--- src/rtl/fwd_scoreboard.sv ---
// Operand forwarding selector, long-latency writeback scoreboard and the
// ID/EXE stall signals derived from them.
module fwd_scoreboard #(
  parameter int REG_BITS   = 5,
  parameter int NUM_SRC    = 2,
  parameter int FWD_STAGES = 2,
  parameter int MAX_PEND   = 4,
  parameter int FWD_BITS   = $clog2(FWD_STAGES + 1)
) (
  input  logic                                clk,
  input  logic                                rst,
  input  logic                                id_valid_i,
  input  logic [NUM_SRC*REG_BITS-1:0]         id_rs_addr_i,
  input  logic [NUM_SRC-1:0]                  id_rs_used_i,
  input  logic [REG_BITS-1:0]                 id_rd_addr_i,
  input  logic                                id_long_i,
  input  logic [NUM_SRC*REG_BITS-1:0]         exe_rs_addr_i,
  input  logic [FWD_STAGES-1:0]               stg_reg_wr_i,
  input  logic [FWD_STAGES*REG_BITS-1:0]      stg_rd_addr_i,
  input  logic [FWD_STAGES-1:0]               stg_ready_i,
  input  logic                                lc_valid_i,
  input  logic [REG_BITS-1:0]                 lc_addr_i,
  output logic [NUM_SRC*FWD_BITS-1:0]         forward_sel_o,
  output logic                                exe_stall_o,
  output logic                                id_stall_o,
  output logic [$clog2(MAX_PEND+1)-1:0]       pend_cnt_o,
  output logic [15:0]                         stall_cycles_o,
  output logic                                proto_err_o
);

  localparam int NREG = 1 << REG_BITS;
  localparam int CW   = $clog2(MAX_PEND + 1);

  logic [NREG-1:0] pend_q, pend_d;
  logic [CW-1:0]   cnt_q, cnt_d;
  logic [15:0]     stall_q, stall_d;
  logic            err_q, err_d;

  logic            lc_clr;
  logic            lc_bad;
  logic            sb_set;

  // Nearest writing stage wins; its readiness alone decides the EXE stall.
  always_comb begin
    logic [REG_BITS-1:0] src;
    logic                found;
    forward_sel_o = '0;
    exe_stall_o   = 1'b0;
    src           = '0;
    found         = 1'b0;
    for (int unsigned j = 0; j < NUM_SRC; j++) begin
      src   = exe_rs_addr_i[j*REG_BITS +: REG_BITS];
      found = 1'b0;
      if (src != '0) begin
        for (int unsigned k = 0; k < FWD_STAGES; k++) begin
          if (!found && stg_reg_wr_i[k] &&
              stg_rd_addr_i[k*REG_BITS +: REG_BITS] == src) begin
            found = 1'b1;
            forward_sel_o[j*FWD_BITS +: FWD_BITS] = FWD_BITS'(k + 1);
            if (!stg_ready_i[k]) begin
              exe_stall_o = 1'b1;
            end
          end
        end
      end
    end
  end

  // A completion on the same register this cycle is written through.
  always_comb begin
    logic [REG_BITS-1:0] a;
    id_stall_o = 1'b0;
    a          = '0;
    for (int unsigned j = 0; j < NUM_SRC; j++) begin
      a = id_rs_addr_i[j*REG_BITS +: REG_BITS];
      if (id_rs_used_i[j] && a != '0 && pend_q[a] &&
          !(lc_valid_i && lc_addr_i == a)) begin
        id_stall_o = 1'b1;
      end
    end
    if (id_long_i && id_rd_addr_i != '0) begin
      if (pend_q[id_rd_addr_i] &&
          !(lc_valid_i && lc_addr_i == id_rd_addr_i)) begin
        id_stall_o = 1'b1;
      end
      if (cnt_q == CW'(MAX_PEND) && !lc_valid_i) begin
        id_stall_o = 1'b1;
      end
    end
  end

  always_comb begin
    lc_clr = lc_valid_i && lc_addr_i != '0 && pend_q[lc_addr_i];
    lc_bad = lc_valid_i && !lc_clr;
    sb_set = id_valid_i && !id_stall_o && id_long_i && id_rd_addr_i != '0;

    pend_d = pend_q;
    if (lc_clr) begin
      pend_d[lc_addr_i] = 1'b0;
    end
    if (sb_set) begin
      pend_d[id_rd_addr_i] = 1'b1;
    end
    pend_d[0] = 1'b0;

    cnt_d = cnt_q + CW'(sb_set) - CW'(lc_clr);
    err_d = err_q | lc_bad;

    stall_d = stall_q;
    if ((id_stall_o || exe_stall_o) && stall_q != 16'hFFFF) begin
      stall_d = stall_q + 16'd1;
    end
  end

  always_ff @(posedge clk or posedge rst) begin
    if (rst) begin
      pend_q  <= '0;
      cnt_q   <= '0;
      stall_q <= '0;
      err_q   <= 1'b0;
    end else begin
      pend_q  <= pend_d;
      cnt_q   <= cnt_d;
      stall_q <= stall_d;
      err_q   <= err_d;
    end
  end

  assign pend_cnt_o     = cnt_q;
  assign stall_cycles_o = stall_q;
  assign proto_err_o    = err_q;

endmodule

--- config.mk ---
export PLATFORM = sky130hd
export DESIGN_NAME = fwd_scoreboard
export DESIGN_NICKNAME = d
export VERILOG_FILES = /design/src/rtl/fwd_scoreboard.sv
export SDC_FILE = /design/constraint.sdc
export NUM_CORES = 1
export LEC_CHECK = 0
export BUFFER_PORTS_ARGS = -buffer_cell sky130_fd_sc_hd__buf_2
export CORE_ASPECT_RATIO = 1.25
export CORE_MARGIN = 2
export CORE_UTILIZATION = 47
export CTS_CLUSTER_DIAMETER = 30
export CTS_CLUSTER_SIZE = 24
export DETAILED_ROUTE_END_ITERATION = 8
export PLACE_DENSITY_LB_ADDON = 0.15
export REMOVE_ABC_BUFFERS = 1
export SYNTH_ARGS = -nofsm -noshare
export SYNTH_HDL_FRONTEND = slang
export SYNTH_SLANG_ARGS = --single-unit
--- constraint.sdc ---
create_clock -name clk -period 8.1 [get_ports clk]
set_input_delay 1.215 -clock clk [delete_from_list [all_inputs] [get_ports clk]]
set_output_delay 1.215 -clock clk [all_outputs]
set_load 0.1 [all_outputs]
==> flow_metrics.py, run 1 <==
metrics = {
    "status": {
        "status": "completed",
    },
    "placed_design": {
        "placed_cell_area_um2": 4378,
        "globalplace.congestion": 0.9805,
        "dpl.cell_count": 538,
        "numPortBuffers": 76,
        "place.detailed.hpwl_um": 7922,
    },
    "power_and_ir_drop": {
        "power_density_nw_per_um2": 252.8,
        "power_mw": 1.131,
        "power_leakage_nw": 1.887,
        "p_sw_mw": 0.5677,
        "p_comb_frac": 0.494,
        "swShare": 0.5021,
        "ir_drop_mv": 0.2402,
        "internal-power_mw": 0.5629,
        "seqPwrFrac": 0.367,
        "clkPwrFrac": 0.139,
    },
    "setup_path": {
        "crit_arrival_ns": 3.37,
        "endpoint": "id_stall_o",
        "reg2regPathDepth": 13,
        "worstSetupPathType": "in2out",
        "reg2reg_from": "pend_q[20]",
        "crit_path_start_kind": "input pin",
        "crit_path_start": "id_rd_addr_i[0]",
        "critPathMaxFanout": 14,
        "worst-r2r-setup-slack_ns": 4.45,
        "reg2reg_to": "pend_cnt_o[2]",
        "worstPathRequired_ns": 6.88,
        "cp-end-kind": "primary output",
    },
    "timing": {
        "fin_crit_ns": 4.583,
        "rsz0062_at_grt": "no",
        "fin_tns_setup_ns": 0,
        "max_slew.worst_pin.slew_ns": 1.040,
        "hold_violations": 0,
        "setup_violations": 0,
        "maxSlewViolCount": 0,
        "max_freq_mhz": 218.2,
        "finClkSkew_ns": 0.01628,
        "slew_headroom": 0.3060,
        "fin_crit_sh": 0.5658,
    },
    "route": {
        "vias": 3513,
        "wl_um": 10800,
        "vias_per_cell": 6.434,
        "first_pass_iters": 5,
        "avgRoutedWirePerCell_um": 19.77,
        "drt_iter0_drc": 377,
        "drcViolationCount": 0,
        "drtAntennaViolNets": 0,
    },
    "run": {
        "drv_cap": 0,
    },
    "cells_and_area": {
        "area_growth_pct": 11.48,
        "filler_cell_count": 744,
        "layout_commonest_cell": "buf_2",
        "diodes": 0,
        "drive_gt1_frac": 0.2984,
        "final_area_um2": 4472,
        "fin_cells": 546,
        "nNetsFinal": 503,
        "final_cell_mix": "76 x buf_2, 51 x dfrtp_1, 35 x xor2_1, 29 x mux4_2, 24 x o21ai_1",
    },
    "cts": {
        "tritoncts": "yes",
        "path_clk_slew_ns": 0.10,
        "htree_levels": 2,
        "clk_latency_ns": 0.32,
        "numCtsBuffers": 5,
        "clock_sinks": 51,
        "postCtsHoldBufs": 0,
        "clockBufferDepth": 2,
        "cts-root-buf": "clkbuf_8",
        "cts_resized": 0,
        "cts_setup_buffers": 0,
    },
    "grt": {
        "grt_use_total": 0.2429,
        "grt_first_pass_wirelength_um": 17740,
        "grt_pass1_vias": 3464,
        "grt_max_degree": 52,
        "overflow": 0,
        "grt_antenna_before_repair": 0,
    },
    "min_path": {
        "min_from": "proto_err_o",
        "hold_class": "reg2reg",
    },
    "die": {
        "coreArea_um2": 8240,
        "start_util": 0.4868,
        "io-pin-count": 77,
        "core.rowCount": 37,
        "dieWidth_um": 86.63,
        "fp.dieH_um": 107.3,
        "dieArea_um2": 9295,
    },
    "synthesis": {
        "seq_area_frac_synth": 0.3182,
        "synthDistinctLibCells": 60,
        "syn_avg_cell_area_um2": 10.18,
        "ys_seq_elements": 51,
        "synth_area_um2": 4011,
        "synthArstFlopShare": 1.000,
        "yosysWarnings": 0,
        "ys.flop_type": "dfrtp_1",
        "syn_inst": 394,
        "synth_edf_count": 0,
    },
}
worst max-delay path, stage by stage:
cell	delay, ns
buf_2	0.31
mux4_2	0.55
a22o_1	0.24
a211o_1	0.24
o31ai_2	0.23
a21oi_1	0.12
nand2b_1	0.16
buf_2	0.29
cell type report:
class / instances / area, um^2 / share of cell area
Timing Repair Buffer: 77 / 387.9 / 0.08674
Clock buffer: 5 / 68.82 / 0.01539
Clock inverter: 3 / 25.02 / 0.005596
Sequential cell: 51 / 1276 / 0.2854
Inverter: 15 / 56.30 / 0.01259
Multi-Input combinational cell: 298 / 2536 / 0.5672
Tap cell: 97 / 121.4 / 0.02714
worst min-delay path by stage:
stage / endpoint / slack [ns] / cells after the start
final: proto_err_o / 0.47 / 1
after detailed placement: proto_err_o / 0.45 / 1
after CTS: proto_err_o / 0.47 / 1
after global routing: proto_err_o / 0.50 / 1
after floorplan: pend_q[4] / 0.51 / 2
after global placement: proto_err_o / 0.44 / 1
power groups by stage:
stage | sequential, mW | clock (mW) | combinational, mW
global route | 0.424 | 0.172 | 0.595
detailed placement | 0.415 | 0 | 0.561
CTS | 0.411 | 0.162 | 0.561
floorplan | 0.599 | 0 | 0.236
finish | 0.415 | 0.157 | 0.559
global placement | 0.416 | 0 | 0.554
layer usage:
metal | routed length [um] | vias to the layer above | part of all wire | global-route usage
met5 | 0 | - | 0 | 0
met4 | 272 | 0 | 0.025 | 0.08259
met3 | 847 | 25 | 0.078 | 0.03528
met2 | 5434 | 187 | 0.50 | 0.4137
met1 | 4243 | 1711 | 0.39 | 0.3153
li1 | - | 1590 | - | -
state kept, by name, summed over array words and instances, names as in the netlist:
signal and cells:
stall_cycles_o 16, pend_q 31, proto_err_o 1, pend_cnt_o 3
cell usage after synthesis, drive strengths merged (2+ instances only):
master,number,area [um^2]
dfrtp,51,1276
xnor2,17,148.9
nand2,21,78.83
o41ai,10,87.58
and2,2,12.51
mux2i,4,40.04
o31ai,23,177.7
nor4,12,87.58
and3,7,43.79
nor2,17,66.32
mux4,29,653.1
nor2b,2,12.51
buf,14,86.33
a21oi,3,15.01
mux2,4,48.79
nor4b,2,17.52
or3,2,12.51
clkbuf,16,60.06
or4,2,15.01
inv,15,56.30
o21ai,33,165.2
nand4,4,25.02
xor2,35,306.5
a211oi,2,15.01
or3b,3,26.28
nand2b,8,50.05
a31oi,5,31.28
ha,3,37.54
and4bb,2,28.78
nand3b,8,63.81
nand3,16,90.09
nor3,5,25.02
per-stage QoR:
step / utilization / hold WS (ns) / setup WS [ns]
final: 0.5427 / 0.4665 / 3.517
after global routing: 0.5427 / 0.5014 / 3.377
after CTS: 0.5427 / 0.4708 / 3.507
after detailed placement: 0.5313 / 0.4474 / 3.499
after global placement: 0.5313 / 0.4372 / 3.534
after floorplan: - / 0.5127 / 0.8197
cells by family after synthesis:
logic type | share of synthesized area
simple gates | 0.1741
fa+ha+maj | 0.01435
xor+xnor | 0.1135
buf+inv | 0.05053
compound gates | 0.1444
flops | 0.3182
mux | 0.1850
(Power assumes the default switching activity.)
==> run 2: changes to the inputs <==
- ABC_AREA: not set -> 1
- clock period: 8.1 -> 3.85 ns (I/O delays scaled with it)
==> run 2 against run 1 <==
Effect of this change: combinational power increased by 81%; register-to-register slack got worse by 3.1 ns; clock-buffer cell count grew 1; area after synthesis up 17%; synthesized cell count increased by 98%; largest power group unchanged; highest routed layer unchanged; critical path type unchanged; utilization grew 0.12 points.
==> flow_metrics.py, run 2 <==
metrics = {
    "power_and_ir_drop": {
        "power_density_nw_per_um2": 442.2,
        "power_leakage_nw": 2.684,
        "ir_drop_mv": 0.7337,
    },
    "grt": {
        "grt_pass1_vias": 5013,
        "overflow": 0,
        "grt_antenna_before_repair": 0,
        "grt_use_total": 0.2815,
        "grt_max_degree": 52,
        "grt_first_pass_wirelength_um": 24320,
    },
    "setup_path": {
        "path_depth": 14,
        "crit_path_start_kind": "input pin",
        "critical-path-top-delay-family": "simple AND/OR/NAND/NOR gates",
        "cp_num_buf_inv": 3,
        "crit_arrival_ns": 2.45,
        "reg2regPathDepth": 18,
        "critPathMaxFanout": 31,
        "cp-end-kind": "primary output",
        "cp_slowest_cell": "nor2_2",
        "cpPeakStageDelay_ns": 0.46,
        "worstPathRequired_ns": 3.27,
        "crit_chain": "buf_2, inv_2, nor2_2, nand2_1, nand3_1, nand2_1, nand2_1, nor2_1, nand2_1, nand2_1, nand2_1, nand2_2, nand2_1, buf_2",
        "worstSetupPathType": "in2out",
        "worst_path_most_repeated_cell": "nand2_1",
    },
    "cells_and_area": {
        "nNetsFinal": 891,
        "top_register": "pend_q",
        "largest_reg_flops": 31,
        "layout_commonest_cell": "nand2_1",
        "drive_gt1_frac": 0.1565,
        "final_cell_mix": "277 x nand2_1, 128 x nand3_1, 76 x buf_2, 62 x inv_1, 51 x dfrtp_1",
        "final_util": 0.5439,
        "diodes": 0,
        "area_growth_pct": 12.42,
    },
    "synthesis": {
        "synthTopCellsByArea": "dfrtp_1 27%, nand2_1 22%, nand3_1 14%, inv_1 5.1%, o21ai_1 4.1%",
        "synth_top_family_by_area": "simple AND/OR/NAND/NOR gates",
        "synth-adder-area-share": 0.01232,
        "synth_edf_count": 0,
        "muxShareOfSynthArea": 0,
        "yosysWarnings": 0,
        "synthXorXnorAreaFrac": 0.03936,
        "yosys-top-cells-count": "277 x nand2_1, 128 x nand3_1, 63 x inv_1, 51 x dfrtp_1, 47 x nor2_1",
        "ys_seq_elements": 51,
        "yosys.area_share.simple": 0.4618,
        "synth_area_um2": 4673,
        "yosysTopAreaCellShare": 0.2731,
        "seq_area_frac_synth": 0.2731,
        "synth_compound_area_frac": 0.1066,
        "synthArstFlopShare": 1.000,
        "yosysMostFrequentCell": "nand2_1",
        "ys.flop_type": "dfrtp_1",
        "synth_top_cell_by_area": "dfrtp_1",
        "syn_inst": 779,
        "synthDistinctLibCells": 33,
        "syn_avg_cell_area_um2": 5.999,
    },
    "route": {
        "vias": 5388,
        "drt_iter0_drc": 358,
        "first_pass_iters": 4,
        "drtAntennaViolNets": 0,
        "wl_um": 14750,
        "avgRoutedWirePerCell_um": 15.32,
        "vias_per_cell": 5.595,
        "drcViolationCount": 0,
    },
    "run": {
        "drv_cap": 0,
    },
    "cts": {
        "cts-root-buf": "clkbuf_16",
        "clock_sinks": 51,
        "cts_resized": 0,
        "numCtsBuffers": 5,
        "postCtsHoldBufs": 0,
        "htree_levels": 2,
        "tritoncts": "yes",
        "path_clk_slew_ns": 0.07,
        "clockBufferDepth": 2,
        "clk_latency_ns": 0.30,
        "cts_setup_buffers": 0,
    },
    "timing": {
        "rsz0062_at_grt": "no",
        "maxSlewViolCount": 0,
        "max_freq_mhz": 330.3,
        "slew_headroom": 0.2650,
        "finClkSkew_ns": 0.006011,
        "hold_violations": 0,
        "fin_crit_sh": 0.7863,
        "fin_tns_setup_ns": 0,
        "fin_crit_ns": 3.027,
        "setup_violations": 0,
        "max_slew.worst_pin.slew_ns": 1.101,
    },
    "placed_design": {
        "globalplace.congestion": 0.9928,
        "numPortBuffers": 76,
        "place.detailed.hpwl_um": 10850,
    },
    "die": {
        "core.rowCount": 40,
        "io-pin-count": 77,
        "dieArea_um2": 10760,
        "fp.dieH_um": 115.5,
        "start_util": 0.4838,
        "dieWidth_um": 93.19,
        "coreArea_um2": 9659,
    },
    "min_path": {
        "hold_class": "reg2reg",
        "worstHoldPathCells": 1,
    },
    "status": {
        "status": "completed",
    },
}
## run 2: cell types whose count changed after synthesis, sizes merged, moves of 13 or more
cell and delta:
o31ai -23, nor3 +18, nor2 +34, mux4 -29
buf +15, clkbuf -13, inv +70, nand2 +258
nand3 +113, o21ai +30, xor2 -22
## run 2: metal layers
metal | routed length [um] | vias to the layer above | track usage | part of all wire
li1 | - | 2634 | - | -
met1 | 6212 | 2475 | 0.3641 | 0.42
met2 | 7031 | 243 | 0.4845 | 0.48
met3 | 1053 | 36 | 0.03251 | 0.071
met4 | 454 | 0 | 0.1078 | 0.031
met5 | 0 | - | 0 | 0
## run 2: area by class of cell
cell class / instances / area [um^2]
sequential: 51 / 1276
fill: 1008 / 4405
clock buffer: 6 / 138.9
inverter: 85 / 319.1
timing repair buffer: 82 / 425.4
tap: 126 / 157.7
multi-input combinational: 611 / 2898
clock inverter: 2 / 38.79
## run 2: power by group
group / switching (mW) / internal [mW]
logic: 0.751 / 0.256
clock network: 0.208 / 0.327
registers: 0.136 / 0.645
## run 2: worst paths after layout
check                                start                  to  slack (ns)
max                        id_rd_addr_i[0]          id_stall_o        0.82
min                            proto_err_o         proto_err_o        0.48
max reg2reg                     pend_q[23]       pend_cnt_o[2]        1.31
min reg2reg                    proto_err_o         proto_err_o        0.48
max in group asynchronous              rst  stall_cycles_o[12]        2.62
min in group asynchronous              rst   stall_cycles_o[0]        0.56
## run 2: logic make-up after synthesis
family	Yosys count
compound gates	92
flops	51
simple gates	494
fa+ha+maj	4
buf+inv	117
xor+xnor	21
## run 2: through the flow
stage / hold WS (ns) / std cells / setup WS (ns) / cell area [um^2] / total power, mW
after floorplan: 0.4795 / 747 / 0.3903 / 4493 / 1.509
after global placement: 0.4586 / 955 / 0.5995 / 5076 / 1.776
after detailed placement: 0.4628 / 955 / 0.5577 / 5076 / 1.788
after CTS: 0.4910 / 963 / 0.8170 / 5254 / 2.326
after global routing: 0.5192 / 963 / 0.6139 / 5254 / 2.457
final: 0.4824 / 963 / 0.8229 / 5254 / 2.323
==> run 3: changes to the inputs <==
- ABC_AREA: 1 -> 0
- clock period: 3.85 -> 2.49 ns (I/O delays scaled with it)
==> run 3 against run 2 <==
Effect of this change: sequential power grew 61%; clock-buffer cell count is the same; the run now ends with negative setup slack left; register-to-register slack lost 2.2 ns; critical path depth shrank 1; clock skew grew 0.0089 ns.
==> flow_metrics.py, run 3 (same netlist as run 1, synthesis figures left out) <==
metrics = {
    "status": {
        "status": "finished with violations",
        "violations": "negative setup slack",
    },
    "placed_design": {
        "numPortBuffers": 76,
        "globalplace.congestion": 0.9612,
        "place.detailed.hpwl_um": 9691,
        "placed_cell_area_um2": 5144,
        "place_ws_ns": -1.114,
    },
    "route": {
        "first_pass_iters": 5,
        "wl_met3_um": 727,
        "drtAntennaViolNets": 0,
        "drcViolationCount": 0,
        "wl_um": 12670,
        "dr_wl_met2_um": 6590,
        "avgRoutedWirePerCell_um": 19.55,
        "vias_per_cell": 6.106,
        "vias": 3957,
        "drt_iter0_drc": 274,
        "top_layer_used": "met4",
        "wl_met1_um": 4928,
    },
    "cells_and_area": {
        "filler_cell_count": 675,
        "final_cell_mix": "98 x buf_4, 73 x buf_2, 51 x dfrtp_1, 35 x xor2_1, 29 x mux4_2",
        "nNetsFinal": 605,
        "top_register": "pend_q",
        "area_growth_pct": 36.90,
        "final_area_um2": 5492,
        "drive_gt1_frac": 0.4773,
        "layout_commonest_cell": "buf_4",
        "diodes": 0,
        "largest_reg_flops": 31,
    },
    "cts": {
        "clock_sinks": 51,
        "tritoncts": "yes",
        "numCtsBuffers": 5,
        "path_clk_slew_ns": 0.10,
        "cts-root-buf": "clkbuf_8",
        "htree_levels": 2,
        "clk_latency_ns": 0.31,
        "clockBufferDepth": 2,
    },
    "min_path": {
        "holdPathEnd": "proto_err_o",
        "min_from": "lc_valid_i",
        "hold_class": "in2reg",
        "worstHoldPathCells": 3,
    },
    "timing": {
        "fin_ws_ns": -0.8621,
        "maxSlewViolCount": 0,
        "fin_crit_ns": 3.352,
        "fin_crit_sh": 1.346,
        "setup_violations": 51,
        "max_freq_mhz": 298.3,
        "hold_violations": 0,
        "max_slew.worst_pin.slew_ns": 0.5199,
        "rsz0062_at_grt": "yes",
        "finClkSkew_ns": 0.01488,
        "slew_headroom": 0.6534,
    },
    "setup_path": {
        "worstPathRequired_ns": 2.68,
        "crit_arrival_ns": 3.54,
        "worstSetupPathType": "reg2reg",
        "crit_path_start_kind": "flip-flop",
        "worst-r2r-setup-slack_ns": -0.86,
        "reg2reg_from": "pend_q[25]",
        "cp-end-kind": "flip-flop",
        "reg2reg_to": "pend_cnt_o[2]",
        "critPathMaxFanout": 3,
        "reg2regPathDepth": 13,
    },
    "grt": {
        "grt_antenna_before_repair": 0,
        "grt_max_degree": 33,
        "grt_use_total": 0.2858,
        "grt_pass1_vias": 4067,
        "grt_first_pass_wirelength_um": 20260,
        "overflow": 0,
    },
    "die": {
        "fp.dieH_um": 107.3,
        "start_util": 0.4868,
        "dieArea_um2": 9295,
        "dieWidth_um": 86.63,
        "coreArea_um2": 8240,
        "core.rowCount": 37,
        "io-pin-count": 77,
    },
    "power_and_ir_drop": {
        "power_mw": 4.243,
        "power_leakage_nw": 2.479,
        "power_density_nw_per_um2": 772.6,
        "ir_drop_mv": 0.9045,
    },
    "run": {
        "drv_cap": 0,
    },
}
## run 3: layout make-up
type	count	area (um^2)	area share
clock buffers	6	72.57	0.01321
clock inverters	2	38.79	0.007063
inverters	15	56.30	0.01025
multi-input cells	298	2684	0.4887
flip-flops and latches	51	1276	0.2324
well taps	97	121.4	0.02210
repair buffers	179	1242	0.2262
## run 3: metrics by stage
step | setup TNS, ns | cells | utilization | hold WS, ns
finish | -13.31 | 648 | 0.6664 | 0.4720
CTS | -11.02 | 648 | 0.6602 | 0.4589
global placement | -21.11 | 631 | 0.6242 | 0.3130
global route | -16.65 | 648 | 0.6664 | 0.4638
floorplan | -55.52 | 364 | - | 0.4904
detailed placement | -24.58 | 631 | 0.6242 | 0.3149
## run 3: worst max-delay path by stage
stage                               end             start  slack (ns)  depth (start not counted)
final                     pend_cnt_o[2]        pend_q[25]       -0.86                         13
after global routing      pend_cnt_o[2]        pend_q[27]       -0.99                         13
after CTS                 pend_cnt_o[2]        pend_q[25]       -0.88                         13
after detailed placement  pend_cnt_o[2]   id_rs_addr_i[6]       -1.11                         14
after global placement    pend_cnt_o[2]   id_rs_addr_i[6]       -1.02                         14
after floorplan             exe_stall_o  stg_rd_addr_i[1]       -3.11                          6
## run 3: critical path: stages, from the launching register on
cell and delay, ns:
dfrtp_1 0.43, mux4_2 0.47, mux4_2 0.51, o2111ai_2 0.20
o31a_1 0.22, and4bb_2 0.27, inv_2 0.05, ha_4 0.20
inv_2 0.06, ha_4 0.12, inv_2 0.03, fa_2 0.39
xnor2_2 0.14, xnor2_1 0.13
## run 3: what timing repair did
item	in CTS	in global routing
setup buffers	10	1
pin swaps	5	5
setup endpoints to repair	51	51
hold buffers	1	0
resized for setup	28	17
hold endpoints to repair	10	0
gates cloned	0	0
## run 3: power by group
group | switching, mW | internal, mW | leakage, nW
logic | 1.47 | 0.932 | 1.77
clock network | 0.282 | 0.304 | 0.0558
registers | 0.215 | 1.04 | 0.651
## run 3: routing by layer
layer | up-vias | GRT usage
li1 | 1807 | -
met1 | 1946 | 0.3399
met2 | 176 | 0.4989
met3 | 28 | 0.04601
met4 | 0 | 0.1350
met5 | - | 0
